### src/rtl/debounce_pkg.sv
// Shared types and defaults for the push-button / switch conditioning path.
package debounce_pkg;

    typedef enum logic [1:0] {
        STABLE_LOW  = 2'd0,
        WAIT_HIGH   = 2'd1,
        STABLE_HIGH = 2'd2,
        WAIT_LOW    = 2'd3
    } state_t;

    localparam int SYNC_STAGES_DEF     = 2;
    localparam int DEBOUNCE_CYCLES_DEF = 1_000_000;  // 10 ms at 100 MHz
    localparam int COUNT_WIDTH_DEF     = 8;

    // Debounce counter width; never below 1 bit.
    function automatic int cnt_width(input int cycles);
        return (cycles > 2) ? $clog2(cycles) : 1;
    endfunction

endpackage

### src/rtl/sync_chain.sv
// Reset-to-0 D flop and a parameterized chain of them used to bring an
// asynchronous input into the clk domain.
module dff_r0 (
    input  logic clk,
    input  logic reset,
    input  logic d,
    output logic q
);
    always_ff @(posedge clk) begin
        if (reset) q <= 1'b0;
        else       q <= d;
    end
endmodule

module sync_chain #(
    parameter int STAGES = 2
) (
    input  logic clk,
    input  logic reset,
    input  logic d,
    output logic q
);
    logic [STAGES-1:0] stage_q;
    logic [STAGES-1:0] stage_d;

    assign stage_d = {stage_q[STAGES-2:0], d};

    for (genvar i = 0; i < STAGES; i++) begin : g_stage
        dff_r0 u_ff (
            .clk   (clk),
            .reset (reset),
            .d     (stage_d[i]),
            .q     (stage_q[i])
        );
    end

    assign q = stage_q[STAGES-1];
endmodule

### src/rtl/debounce_pulser.sv
// Synchronizer -> debounce FSM -> registered rise/fall pulses and a wrapping
// press counter, giving downstream stages one clean event per physical press.
module debounce_pulser
    import debounce_pkg::*;
#(
    parameter int SYNC_STAGES     = SYNC_STAGES_DEF,
    parameter int DEBOUNCE_CYCLES = DEBOUNCE_CYCLES_DEF,
    parameter int COUNT_WIDTH     = COUNT_WIDTH_DEF
) (
    input  logic                   clk,
    input  logic                   reset,
    input  logic                   din,
    output logic                   level,
    output logic                   rise,
    output logic                   fall,
    output logic [COUNT_WIDTH-1:0] press_count
);
    localparam int              CNT_W    = cnt_width(DEBOUNCE_CYCLES);
    localparam logic [CNT_W-1:0] CNT_LAST = CNT_W'(DEBOUNCE_CYCLES - 1);
    localparam logic [CNT_W-1:0] CNT_ONE  = CNT_W'(1);

    logic                   sync;
    state_t                 state_q, state_d;
    logic [CNT_W-1:0]       cnt_q, cnt_d;
    logic                   level_q, level_d;
    logic                   rise_q, rise_d;
    logic                   fall_q, fall_d;
    logic [COUNT_WIDTH-1:0] count_q, count_d;

    sync_chain #(.STAGES(SYNC_STAGES)) u_sync (
        .clk   (clk),
        .reset (reset),
        .d     (din),
        .q     (sync)
    );

    always_ff @(posedge clk) begin
        if (reset) begin
            state_q <= STABLE_LOW;
            cnt_q   <= '0;
            level_q <= 1'b0;
            rise_q  <= 1'b0;
            fall_q  <= 1'b0;
            count_q <= '0;
        end else begin
            state_q <= state_d;
            cnt_q   <= cnt_d;
            level_q <= level_d;
            rise_q  <= rise_d;
            fall_q  <= fall_d;
            count_q <= count_d;
        end
    end

    // A WAIT state needs DEBOUNCE_CYCLES consecutive agreeing samples: the one
    // that left the STABLE state (cnt=1) plus DEBOUNCE_CYCLES-1 more.
    always_comb begin
        state_d = state_q;
        cnt_d   = cnt_q;
        level_d = level_q;
        rise_d  = 1'b0;
        fall_d  = 1'b0;
        count_d = count_q;
        case (state_q)
            STABLE_LOW: begin
                if (sync) begin
                    state_d = WAIT_HIGH;
                    cnt_d   = CNT_ONE;
                end else begin
                    cnt_d   = '0;
                end
            end
            WAIT_HIGH: begin
                if (!sync) begin
                    state_d = STABLE_LOW;
                    cnt_d   = '0;
                end else if (cnt_q == CNT_LAST) begin
                    state_d = STABLE_HIGH;
                    cnt_d   = '0;
                    level_d = 1'b1;
                    rise_d  = 1'b1;
                    count_d = count_q + 1'b1;
                end else begin
                    cnt_d   = cnt_q + 1'b1;
                end
            end
            STABLE_HIGH: begin
                if (!sync) begin
                    state_d = WAIT_LOW;
                    cnt_d   = CNT_ONE;
                end else begin
                    cnt_d   = '0;
                end
            end
            WAIT_LOW: begin
                if (sync) begin
                    state_d = STABLE_HIGH;
                    cnt_d   = '0;
                end else if (cnt_q == CNT_LAST) begin
                    state_d = STABLE_LOW;
                    cnt_d   = '0;
                    level_d = 1'b0;
                    fall_d  = 1'b1;
                end else begin
                    cnt_d   = cnt_q + 1'b1;
                end
            end
            default: begin
                state_d = STABLE_LOW;
                cnt_d   = '0;
            end
        endcase
    end

    assign level       = level_q;
    assign rise        = rise_q;
    assign fall        = fall_q;
    assign press_count = count_q;
endmodule

### config.mk
export PLATFORM = sky130hd
export DESIGN_NAME = debounce_pulser
export DESIGN_NICKNAME = d
export VERILOG_FILES = /design/src/rtl/debounce_pkg.sv /design/src/rtl/sync_chain.sv /design/src/rtl/debounce_pulser.sv
export SDC_FILE = /design/constraint.sdc
export NUM_CORES = 1
export LEC_CHECK = 0
export CAP_MARGIN = 25
export CORE_MARGIN = 2
export CORE_UTILIZATION = 45
export DETAILED_ROUTE_END_ITERATION = 6
export PLACE_DENSITY = 0.63
export SLEW_MARGIN = 15
export SYNTH_ARGS = -nofsm -noshare
export SYNTH_HDL_FRONTEND = slang
export SYNTH_SLANG_ARGS = --single-unit
### constraint.sdc
create_clock -name clk -period 2.95 [get_ports clk]
set_input_delay 0.59 -clock clk [delete_from_list [all_inputs] [get_ports clk]]
set_output_delay 0.59 -clock clk [all_outputs]
set_load 0.01 [all_outputs]
==> results.txt <==
- Run status: completed
- After synthesis the cells add up to between 1500 and 2000 sq um.
- In the final layout, the multi-input gates occupy about 860 sq um.
* Synthesized-area fraction occupied by ao, oa, aoi and oai cells: 8.91%
- Hold path startpoint: u_sync.g_stage[0].u_ff.q$_SDFF_PP0_
- Critical Path Fanout Max: 9
- During placement, the flow inserted port buffers numbering 13.
- Fill cell total of the finished layout: around 330
- Synthesis produced a netlist with a net count of about 190.
* Overflow after GRT: 0
* Maximum clock rate: 443 MHz
* Async S/R FF share, synth: 0%
- Number of buffers added to fix hold violations after cts: 0
- Overall fraction of global-route tracks in use: ~18%
- The detailed router put a total of approximately 1600 um of wire on met1.
- Highest metal layer with signal wires: met4
- Maximum buffer depth of the clock tree: 2
* Total number of vias: ~1,400
- Full die area: 4080 sq um
* Routed length on met2: roughly 1400 um
- FP Rows: 21
* IR Drop Worst-Case VDD: between 200 and 250 uV
- Max-cap violations in this run came to 0.
- Number of global-route vias before repair: ~1,300
- Crit end category: flop
* Clock root buffer: clkbuf_4
* Yosys top cell by area: dfxtp_1
- Summing the areas of all xor and xnor instances in the mapped netlist gives 5.96% of the synthesized area.
- Wires add up to 3210 um.
- PnR worst setup slack: approximately 0.69 ns
- Post-CTS repair changed the size of 0 cells.
- Detailed-routed wire length on met3: about 130 um
- Worst-case reg-to-reg path depth: 4
* Post-Place Worst Slack: slightly above 0.7 ns
* Final setup violation count: 0
* Clock network latency to the later pin of the worst-skew pair: ~0.34 ns
* Class of the most critical setup path: reg -> reg
- Synthesis handed over a netlist of 188 instances.
- The count of nets left with antenna violations once routing finished came out at 0.
- Initial core utilization: between 40% and 50%
- Per-instance average area after synthesis: 8.59 sq um
- Antenna cell count: 0
* CP Launch Type: flop
* Final period demand of the worst path: around 2.3 ns
- Placeable core region: between 3000 and 4000 sq um
- Start of the worst register-to-register path: cnt_q[6]$_SDFF_PP0_
- For this run, the number of Yosys warnings is 0.
- In this run the power density over the cells is 457 nW/um^2.
- CTS saw 35 sinks.
- At the end of routability-driven placement, the weighted congestion stood at 0.780.
- Registers take around 700 sq um.
* Via-to-Cell Ratio: about 5.4
- Yosys attributes the largest share of cell area to dfxtp_1, nor2_1, xnor2_1, mux2_2, nand4_1.
* Final max-slew violation count: 0
- Synthesis inferred 35 register bits.
- Mux cell area share after synthesis: about 4.2%
- Data on the critical path is required at its endpoint by approximately 3.2 ns.
- Max-Slew Margin vs Limit: between 40% and 50%
- At the worst endpoint, the arrival time is between 2 and 3 ns.
- Most common flop cell mapped by yosys: dfxtp_1
- Count of unresolved DRC violations after routing: 0
- The number of endpoints with negative hold slack in the final report was 0.
- Routed len/inst: roughly 13 um
- The floorplan step set the die height to between 60 and 70 um.
- Worst min-delay path class: reg -> reg
* Proportion of synthesized chip area in sequential cells: 43.4%
- Number of iterations in the first detailed-routing pass: 4
- Top cell type's share of synthesized area: 43.4%
- Area fraction in and, or, nand and nor cells after synthesis: 32.5%
- Setup repair after global routing left no endpoint under its margin.
* Share of cells above drive strength 1: 9.22%
* Depth of the worst hold-timing path: 1
- After clock tree synthesis, the clock-pin slew on the worst setup and hold paths is about 0.11 ns.
- The H-tree generated during clock tree synthesis spans 2 levels.
- The detailed router finished its first iteration with 66 violations.
* Die X: about 64 um
- Number of top-level design ports: 14
- Setup slack of the most critical reg-to-reg path: between 0.6 and 0.7 ns
- Largest net degree at the start of global routing: 21
* Count of distinct cell types in the synthesized netlist: 31
* Hold path endpoint: u_sync.g_stage[1].u_ff.q$_SDFF_PP0_
- In this run the post-CTS setup repair buffer count came out at 0.
* Post-detailed-placement half-perimeter wirelength: roughly 2300 um
- Across the routed clock network, the largest skew measured is approximately 0.012 ns.
- The initial antenna violation count is 0.
- Synth Area in Adders: between 1.5 and 2%
- TritonCTS clock tree: done
* Final setup TNS: 0 ns
* Final core area utilization: between 50% and 60%
- The worst path uses around three quarters of the clock period.
* Largest family of logic cells by synthesized area: simple AND/OR/NAND/NOR gates
- Final #Nets: 210
- Layout overhead on the synthesized area: 16.0%
- For this design the static power due to leakage is approximately 0.58 nW.
* EDFF count, synth: 0
- The first global-routing pass estimated about 5700 um of wire.
- CTS buffer count: 5
- In this run the critical register-to-register path is captured at press_count[7]$_SDFFE_PP0P_.
- Worst slew pin tran: around 0.77 ns
==> metrics by stage <==
step | instances | power, mW | hold slack [ns] | instance area (sq um)
final | 252 | 0.857 | 0.467 | 1870
after global routing | 252 | 0.884 | 0.475 | 1870
after CTS | 252 | 0.866 | 0.470 | 1870
after detailed placement | 244 | 0.507 | 0.435 | 1790
after global placement | 244 | 0.506 | 0.436 | 1790
after floorplan | 188 | 0.498 | 0.414 | 1620
==> routing by layer <==
metal / track usage (%) / vias up
met5: 0 / -
met4: 8.97 / 0
met3: 4.23 / 6
met2: 26.3 / 19
met1: 23.5 / 624
li1: - / 703
==> worst max-delay path by stage <==
stage | to | slack, ns | from | cells past startpoint
2_1_floorplan | press_count[6]$_SDFFE_PP0P_ | 0.87 | cnt_q[0]$_SDFF_PP0_ | 6
3_3_place_gp | press_count[7]$_SDFFE_PP0P_ | 0.75 | cnt_q[0]$_SDFF_PP0_ | 5
3_5_place_dp | press_count[7]$_SDFFE_PP0P_ | 0.70 | cnt_q[0]$_SDFF_PP0_ | 5
4_1_cts | press_count[7]$_SDFFE_PP0P_ | 0.70 | cnt_q[0]$_SDFF_PP0_ | 5
5_1_grt | press_count[7]$_SDFFE_PP0P_ | 0.43 | cnt_q[9]$_SDFF_PP0_ | 4
6_report | press_count[7]$_SDFFE_PP0P_ | 0.69 | cnt_q[6]$_SDFF_PP0_ | 4
==> worst max-delay path, cell delays in order (launching register included) <==
cell     delay (ns)
dfxtp_1        0.36
nor4b_1        0.67
nand3_1        0.40
nor4_1         0.37
mux2_2         0.37
==> registers in the layout (all words and copies together), names as in the netlist, named ones only <==
name                   count
state_q                    1
press_count                8
rise                       1
u_sync.g_stage.u_ff.q      2
fall                       1
level                      1
cnt_q                     20
==> cells in the mapped netlist (7+ instances only) <==
cell type	n
dfxtp_1	35
nand2_1	9
nand3_1	11
nand4_1	10
o21ai_0	11
nor3_1	11
nor2b_1	8
a21oi_1	11
or3_1	8
nor2_1	22
inv_1	7
xnor2_1	9
==> report_power, final <==
part,total [mW],internal (mW),switching [mW]
Sequential,0.478,0.476,0.00280
Clock,0.361,0.200,0.161
Combinational,0.0174,0.00870,0.00873
Total,0.857,0.684,0.173
==> cells by family (layout without fill, tap and decap cells) <==
family	count (synthesis)	count (layout)
xor gates and xnor gates	11	11
adders and majority gates	2	2
muxes	6	6
DFF	35	35
AOI/OAI and AO/OA	26	26
buffers and inverters	12	30
and+or+nand+nor	96	96
==> layout make-up <==
class | count | area share [%]
clock buffer | 6 | 2.74
clock inverter | 2 | 1.87
inverter | 7 | 1.40
multi-input combinational | 141 | 45.8
sequential | 35 | 37.4
tap | 46 | 3.07
timing repair buffer | 15 | 7.74
==> placed cells by master, fill, tap and decap left out, types with 4 or more instances in the layout <==
master / count
nor2_1: 22
inv_1: 7
clkdlybuf4s50_1: 13
dfxtp_1: 35
nor3_1: 11
nand3_1: 11
nand2_1: 9
a21oi_1: 11
nor2b_1: 8
clkbuf_4: 5
xnor2_1: 9
or3_1: 8
nand4_1: 10
nand2b_1: 4
o21ai_0: 11
mux2_2: 6
Power figures use the tool's default switching activity.
==> variant 1: new RTL, same flow settings <==
The 4 states of `state_t` get a one-hot encoding in 4 bits.
--- a/src/rtl/debounce_pkg.sv
+++ b/src/rtl/debounce_pkg.sv
@@ -2,9 +2,9 @@
 package debounce_pkg;
 
-    typedef enum logic [1:0] {
-        STABLE_LOW  = 2'd0,
-        WAIT_HIGH   = 2'd1,
-        STABLE_HIGH = 2'd2,
-        WAIT_LOW    = 2'd3
+    typedef enum logic [3:0] {
+        STABLE_LOW  = 4'b0001,
+        WAIT_HIGH   = 4'b0010,
+        STABLE_HIGH = 4'b0100,
+        WAIT_LOW    = 4'b1000
     } state_t;
 
Formal check against the unedited RTL: no difference found for any inputs over 10 cycles, from zero or initial values and one cycle with reset high; not proved beyond that.
==> variant 1 against the unedited design <==
Combinational power rose by 9%; final area rose by 9.9%; die area rose by 14%; clock skew fell by 0.0068 ns; routed wire length rose by 2.6%; count of clock-buffer cells in the layout rose by 1; setup slack improved by 0.16 ns; total power rose by 2.0%; utilization fell by 3.4 points; sequential cell count rose by 2; sequential share of layout area fell by 1.4 points; synthesized area rose by 14%.
==> variant 1: results (changes against the unedited design) <==
status complete, no violations; first-pass GRT wire length 5730 um (+0.72%); met2 WL 1600 um (+11%); WL met1 1540 um (-3.7%); Pleak 0.653 nW (+13%); Synth warnings 0 (unchanged); Async SR Flop Fraction 0% (unchanged); CTS clk-pin slew, worst paths 0.06 ns (-0.05 ns); Worst Path Max Fanout 10 (+1); Int Power 698 uW (+1.9%); Slew @ Worst Pin 0.414 ns (-0.355 ns); first-pass detailed-route iteration total 4 (unchanged); DR iter-0 viols 62 (-6.1%); Routed WL 3300 um (+2.6%); Peak VDD IR 0.321 mV (+46%); reg2reg path depth 6 (+2); CTS H-tree depth 2 (unchanged); family with the most delay on the worst path simple AND/OR/NAND/NOR gates; routability cong. 0.766 (-1.8%); Critical-path top delay cell o21ai_0; Cells after Synth 201 (+6.9%); Via-to-Cell Ratio 5.27 (-1.8%); initial antenna violation count 0 (unchanged); CP endpoint kind flop; CTS Buffer Depth 2 (unchanged); worst min path class flop to flop; DR WL met3 109 um (-18%); dominant cells by area after synthesis dfxtp_1 (40%), xnor2_1 (9.0%), nor2_1 (7.1%); Distinct cells, synth 48 (+55%); FF-to-FF setup slack 0.85 ns (+0.16 ns); Most flops, register cnt_q; reg2reg end state_q[3]; Synth top cells by count dfxtp_1 (37), nor2_1 (35), xnor2_1 (19); Worst Skew 0.00482 ns (-0.00675 ns); Worst-Skew Late Latency 0.28 ns (-0.06 ns); reg2reg start cnt_q[0]; Worst Path Arrival 2.26 ns (-0.24 ns); syn nets 206 (+6.7%); hold_sp u_sync.g_stage[0].u_ff.q; Final #Nets 217 (+3.3%); Post-CTS Setup Bufs 0 (unchanged); vias in the first global route 1315 (+4.4%); Num CTS Buffers 5 (unchanged); port buffer count 13 (unchanged); HPWL Detailed 2420 um (+5.5%); clock root cell clkbuf_8; Fillers 374 (+12%); share of post-route cells with drive strength above 1 12.3% (+3.0 points); routed vias 1381 (+2.1%); sequential share of the synthesized area 40.1% (-3.3 points); WHS Path Cells 1 (unchanged); DP Cell Count 255 (+4.5%); CP peak stage delay 0.43 ns (-0.24 ns); highest metal used met4; GRT Util Overall 16.6% (-1.0 points)
==> variant 1: cell count changes after synthesis, moves of 5 or more <==
cell and change:
nand4_1 -6, a21oi_1 -10, xor2_1 +5, nor4_2 +6
nor2_1 +13, o21ai_0 -10, or3_1 -6, xnor2_1 +10
==> variant 1: cell type report <==
cell class,count,area share (%)
Clock buffer,7,4.19
Inverter,5,0.911
Multi-Input combinational cell,149,49.2
Sequential cell,37,36.0
Tap cell,50,3.04
Timing Repair Buffer,14,6.68
==> variant 1: cell families (layout without fill, tap and decap cells) <==
| kind of cell | count (synthesis) | in the layout | synth area share (%) |
|---|---|---|---|
| adder cells (fa/ha/maj) | 2 | 2 | 1.35 |
| AO/OA/AOI/OAI | 11 | 11 | 4.67 |
| flip-flops | 37 | 37 | 40.1 |
| XOR/XNOR | 26 | 26 | 12.3 |
| multiplexers | 4 | 4 | 2.30 |
| buffers and inverters | 15 | 26 | 5.14 |
| AND/OR/NAND/NOR | 106 | 106 | 34.2 |
==> variant 1: worst max path at each step <==
stage               startpoint          to  slack [ns]  depth (start not counted)
finish                cnt_q[0]  state_q[3]        0.85                          6
detailed placement    cnt_q[0]  state_q[3]        0.84                          6
floorplan             cnt_q[0]    cnt_q[0]        1.15                          8
global placement      cnt_q[0]       level        0.91                          6
CTS                   cnt_q[0]  state_q[3]        0.83                          6
global route          cnt_q[0]  state_q[3]        0.74                          6
==> variant 1: metrics by stage <==
| stage | power, mW | utilization, % | hold slack (ns) | worst slack [ns] | cell area, um^2 |
|---|---|---|---|---|---|
| 3_5_place_dp | 0.538 | 49.7 | 0.451 | 0.841 | 1970 |
| 4_1_cts | 0.890 | 51.9 | 0.461 | 0.827 | 2060 |
| 5_1_grt | 0.912 | 51.9 | 0.467 | 0.737 | 2060 |
| 3_3_place_gp | 0.538 | 49.7 | 0.427 | 0.910 | 1970 |
| 6_report | 0.874 | 51.9 | 0.459 | 0.855 | 2060 |
| 2_1_floorplan | 0.534 | - | 0.414 | 1.15 | 1850 |
==> variant 1: power by group through the flow <==
stage          clock [mW]  sequential, mW  combinational (mW)
2_1_floorplan           0           0.515              0.0190
3_3_place_gp            0           0.519              0.0187
5_1_grt             0.383           0.508              0.0209
3_5_place_dp            0           0.519              0.0192
6_report            0.347           0.508              0.0190
4_1_cts             0.363           0.508              0.0192
==> variant 1: layer usage <==
layer  GRT usage (%)  vias up
li1                -      706
met1            20.2      649
met2            27.7       20
met3            3.95        6
met4            7.50        0
met5               0        -
==> variant 2: new RTL, config.mk and constraints unchanged <==
Without the edit above. Change the package constant `DEBOUNCE_CYCLES_DEF` from 1_000_000 to 2_000_000.
--- a/src/rtl/debounce_pkg.sv
+++ b/src/rtl/debounce_pkg.sv
@@ -10,5 +10,5 @@
 
     localparam int SYNC_STAGES_DEF     = 2;
-    localparam int DEBOUNCE_CYCLES_DEF = 1_000_000;  // 10 ms at 100 MHz
+    localparam int DEBOUNCE_CYCLES_DEF = 2_000_000;  // 10 ms at 100 MHz
     localparam int COUNT_WIDTH_DEF     = 8;
 
Check against the original RTL: no difference found for any inputs over 10 cycles, from zero or initial values and one cycle with reset high; that may be too few to reach the edited logic, so the function may still have changed.
==> variant 2 against the unedited design <==
Total power rose by 10%; critical path depth increased by 1; synthesized area up 5.3%; sequential cell count rose by 1; count of clock-buffer cells in the layout shrank 1; hold slack lost 0.0098 ns; routed wire length is 4.6% higher; non-clock buffer count is the same; final area up 5.1%; setup slack worse by 0.045 ns; largest power group unchanged.
==> variant 2: results (changes against the unedited design) <==
Critical-path top delay cell or4_4; Worst-Skew Late Latency 0.29 ns (-0.05 ns); Distinct cells, synth 41 (+32%); Final #Nets 212 (+0.95%); reg2reg end press_count[5]; status complete, no violations; reg2reg path depth 5 (+1); initial antenna violation count 0 (unchanged); setup TNS 0 ns (unchanged); Pleak 0.605 nW (+4.6%); WHS Path Cells 1 (unchanged); clock root cell clkbuf_8; crit path time final 2.30 ns (+0.0450 ns); first-pass detailed-route iteration total 4 (unchanged); CTS H-tree depth 2 (unchanged); CP peak stage delay 0.67 ns (about the same); Num CTS Buffers 5 (unchanged); largest net degree at the start of global routing 21 (unchanged); DR iter-0 viols 82 (+24%); post-CTS sizing 0 (unchanged); sequential share of the synthesized area 42.4% (-1.0 points); CTS Buffer Depth 2 (unchanged); Worst Path Arrival 2.48 ns (-0.02 ns); Routed WL 3360 um (+4.6%); # diodes 0 (unchanged); first-pass GRT wire length 5780 um (+1.6%); average wire per cell in the routed design 13.1 um (+3.0%); HPWL Detailed 2400 um (+4.6%); Worst Skew 0.00248 ns (-0.00909 ns); Fillers 336 (+0.60%); GRT Util Overall 17.4% (-0.24 points); Peak VDD IR 0.284 mV (+29%); syn nets 198 (+2.6%); Largest register FFs 21 (+5.0%); worst min path class flop to flop; port buffer count 13 (unchanged); CTS clk-pin slew, worst paths 0.07 ns (-0.04 ns); share of post-route cells with drive strength above 1 11.1% (+1.8 points); Hold EP u_sync.g_stage[1].u_ff.q; DP Cell Count 248 (+1.6%); Most flops, register cnt_q; hold_sp u_sync.g_stage[0].u_ff.q; Post-CTS Setup Bufs 0 (unchanged); Worst Path Max Fanout 18 (+9); Synth top cells by count dfxtp_1 (36), nor2_1 (19), nand3_1 (14); vias in the first global route 1390 (+10%); synthesized area per cell 8.82 um^2 (+2.6%); reg2reg start cnt_q[0]; dominant cells by area after synthesis dfxtp_1 (42%), xnor2_1 (5.1%), nor2_1 (4.2%); DP Worst Slack 0.663 ns (-0.0412 ns); Synth warnings 0 (unchanged); Most used DFF post-synth dfxtp_1; Max-slew headroom 60.8% (+13 points); Via-to-Cell Ratio 5.56 (+3.7%); Async SR Flop Fraction 0% (unchanged); routability cong. 0.782 (+0.24%)
## variant 2: stage by stage
step | cell area (um^2) | hold slack (ns) | total power, mW | util (%)
3_3_place_gp | 1860 | 0.430 | 0.528 | 50.8
2_1_floorplan | 1700 | 0.414 | 0.518 | -
5_1_grt | 1970 | 0.493 | 0.986 | 53.8
6_report | 1970 | 0.457 | 0.944 | 53.8
4_1_cts | 1970 | 0.462 | 0.959 | 53.8
3_5_place_dp | 1860 | 0.434 | 0.529 | 50.8
## variant 2: worst max-delay path by stage
stage                   from             end  depth (start not counted)
finish              cnt_q[0]  press_count[5]                          5
floorplan           cnt_q[0]  press_count[5]                          6
global placement    cnt_q[0]  press_count[5]                          5
global route        cnt_q[0]  press_count[5]                          5
detailed placement  cnt_q[0]  press_count[5]                          5
CTS                 cnt_q[0]  press_count[5]                          5
## variant 2: cells by family (layout without fill, tap and decap cells)
| group | count (synthesis) | count (layout) | synth area share (%) |
|---|---|---|---|
| flops | 36 | 36 | 42.4 |
| xor+xnor | 12 | 12 | 6.18 |
| simple gates | 91 | 91 | 31.3 |
| buf+inv | 16 | 31 | 4.56 |
| fa+ha+maj | 2 | 2 | 1.47 |
| mux | 2 | 2 | 1.32 |
| compound gates | 34 | 34 | 12.8 |
## variant 2: power by group
part           internal (mW)  switching, mW  total [mW]
sequential             0.490        0.00370       0.494
clock                  0.250          0.177       0.427
combinational         0.0132         0.0101      0.0233
total                  0.753          0.191       0.944
## variant 2: layer usage
| layer | up-vias | share of wire (%) | track usage [%] |
|---|---|---|---|
| li1 | 726 | - | - |
| met1 | 667 | 46 | 19.7 |
| met2 | 23 | 50 | 30.5 |
| met3 | 8 | 2.9 | 4.28 |
| met4 | 0 | 1.8 | 8.07 |
| met5 | - | 0 | 0 |
## variant 2: final cells by class
type | instances | area (um^2) | area share (%)
flip-flops and latches | 36 | 721 | 36.6
clock inverters | 3 | 42.5 | 2.16
repair buffers | 15 | 145 | 7.37
multi-input cells | 141 | 903 | 45.8
inverters | 8 | 30.0 | 1.52
well taps | 48 | 60.1 | 3.05
clock buffers | 5 | 68.8 | 3.49
## variant 2: critical path: cells and delay by family (launching register included)
family / cells / cell delay [ns]
mux: 1 / 0.37
flops: 1 / 0.38
fa+ha+maj: 1 / 0.27
simple gates: 3 / 1.17
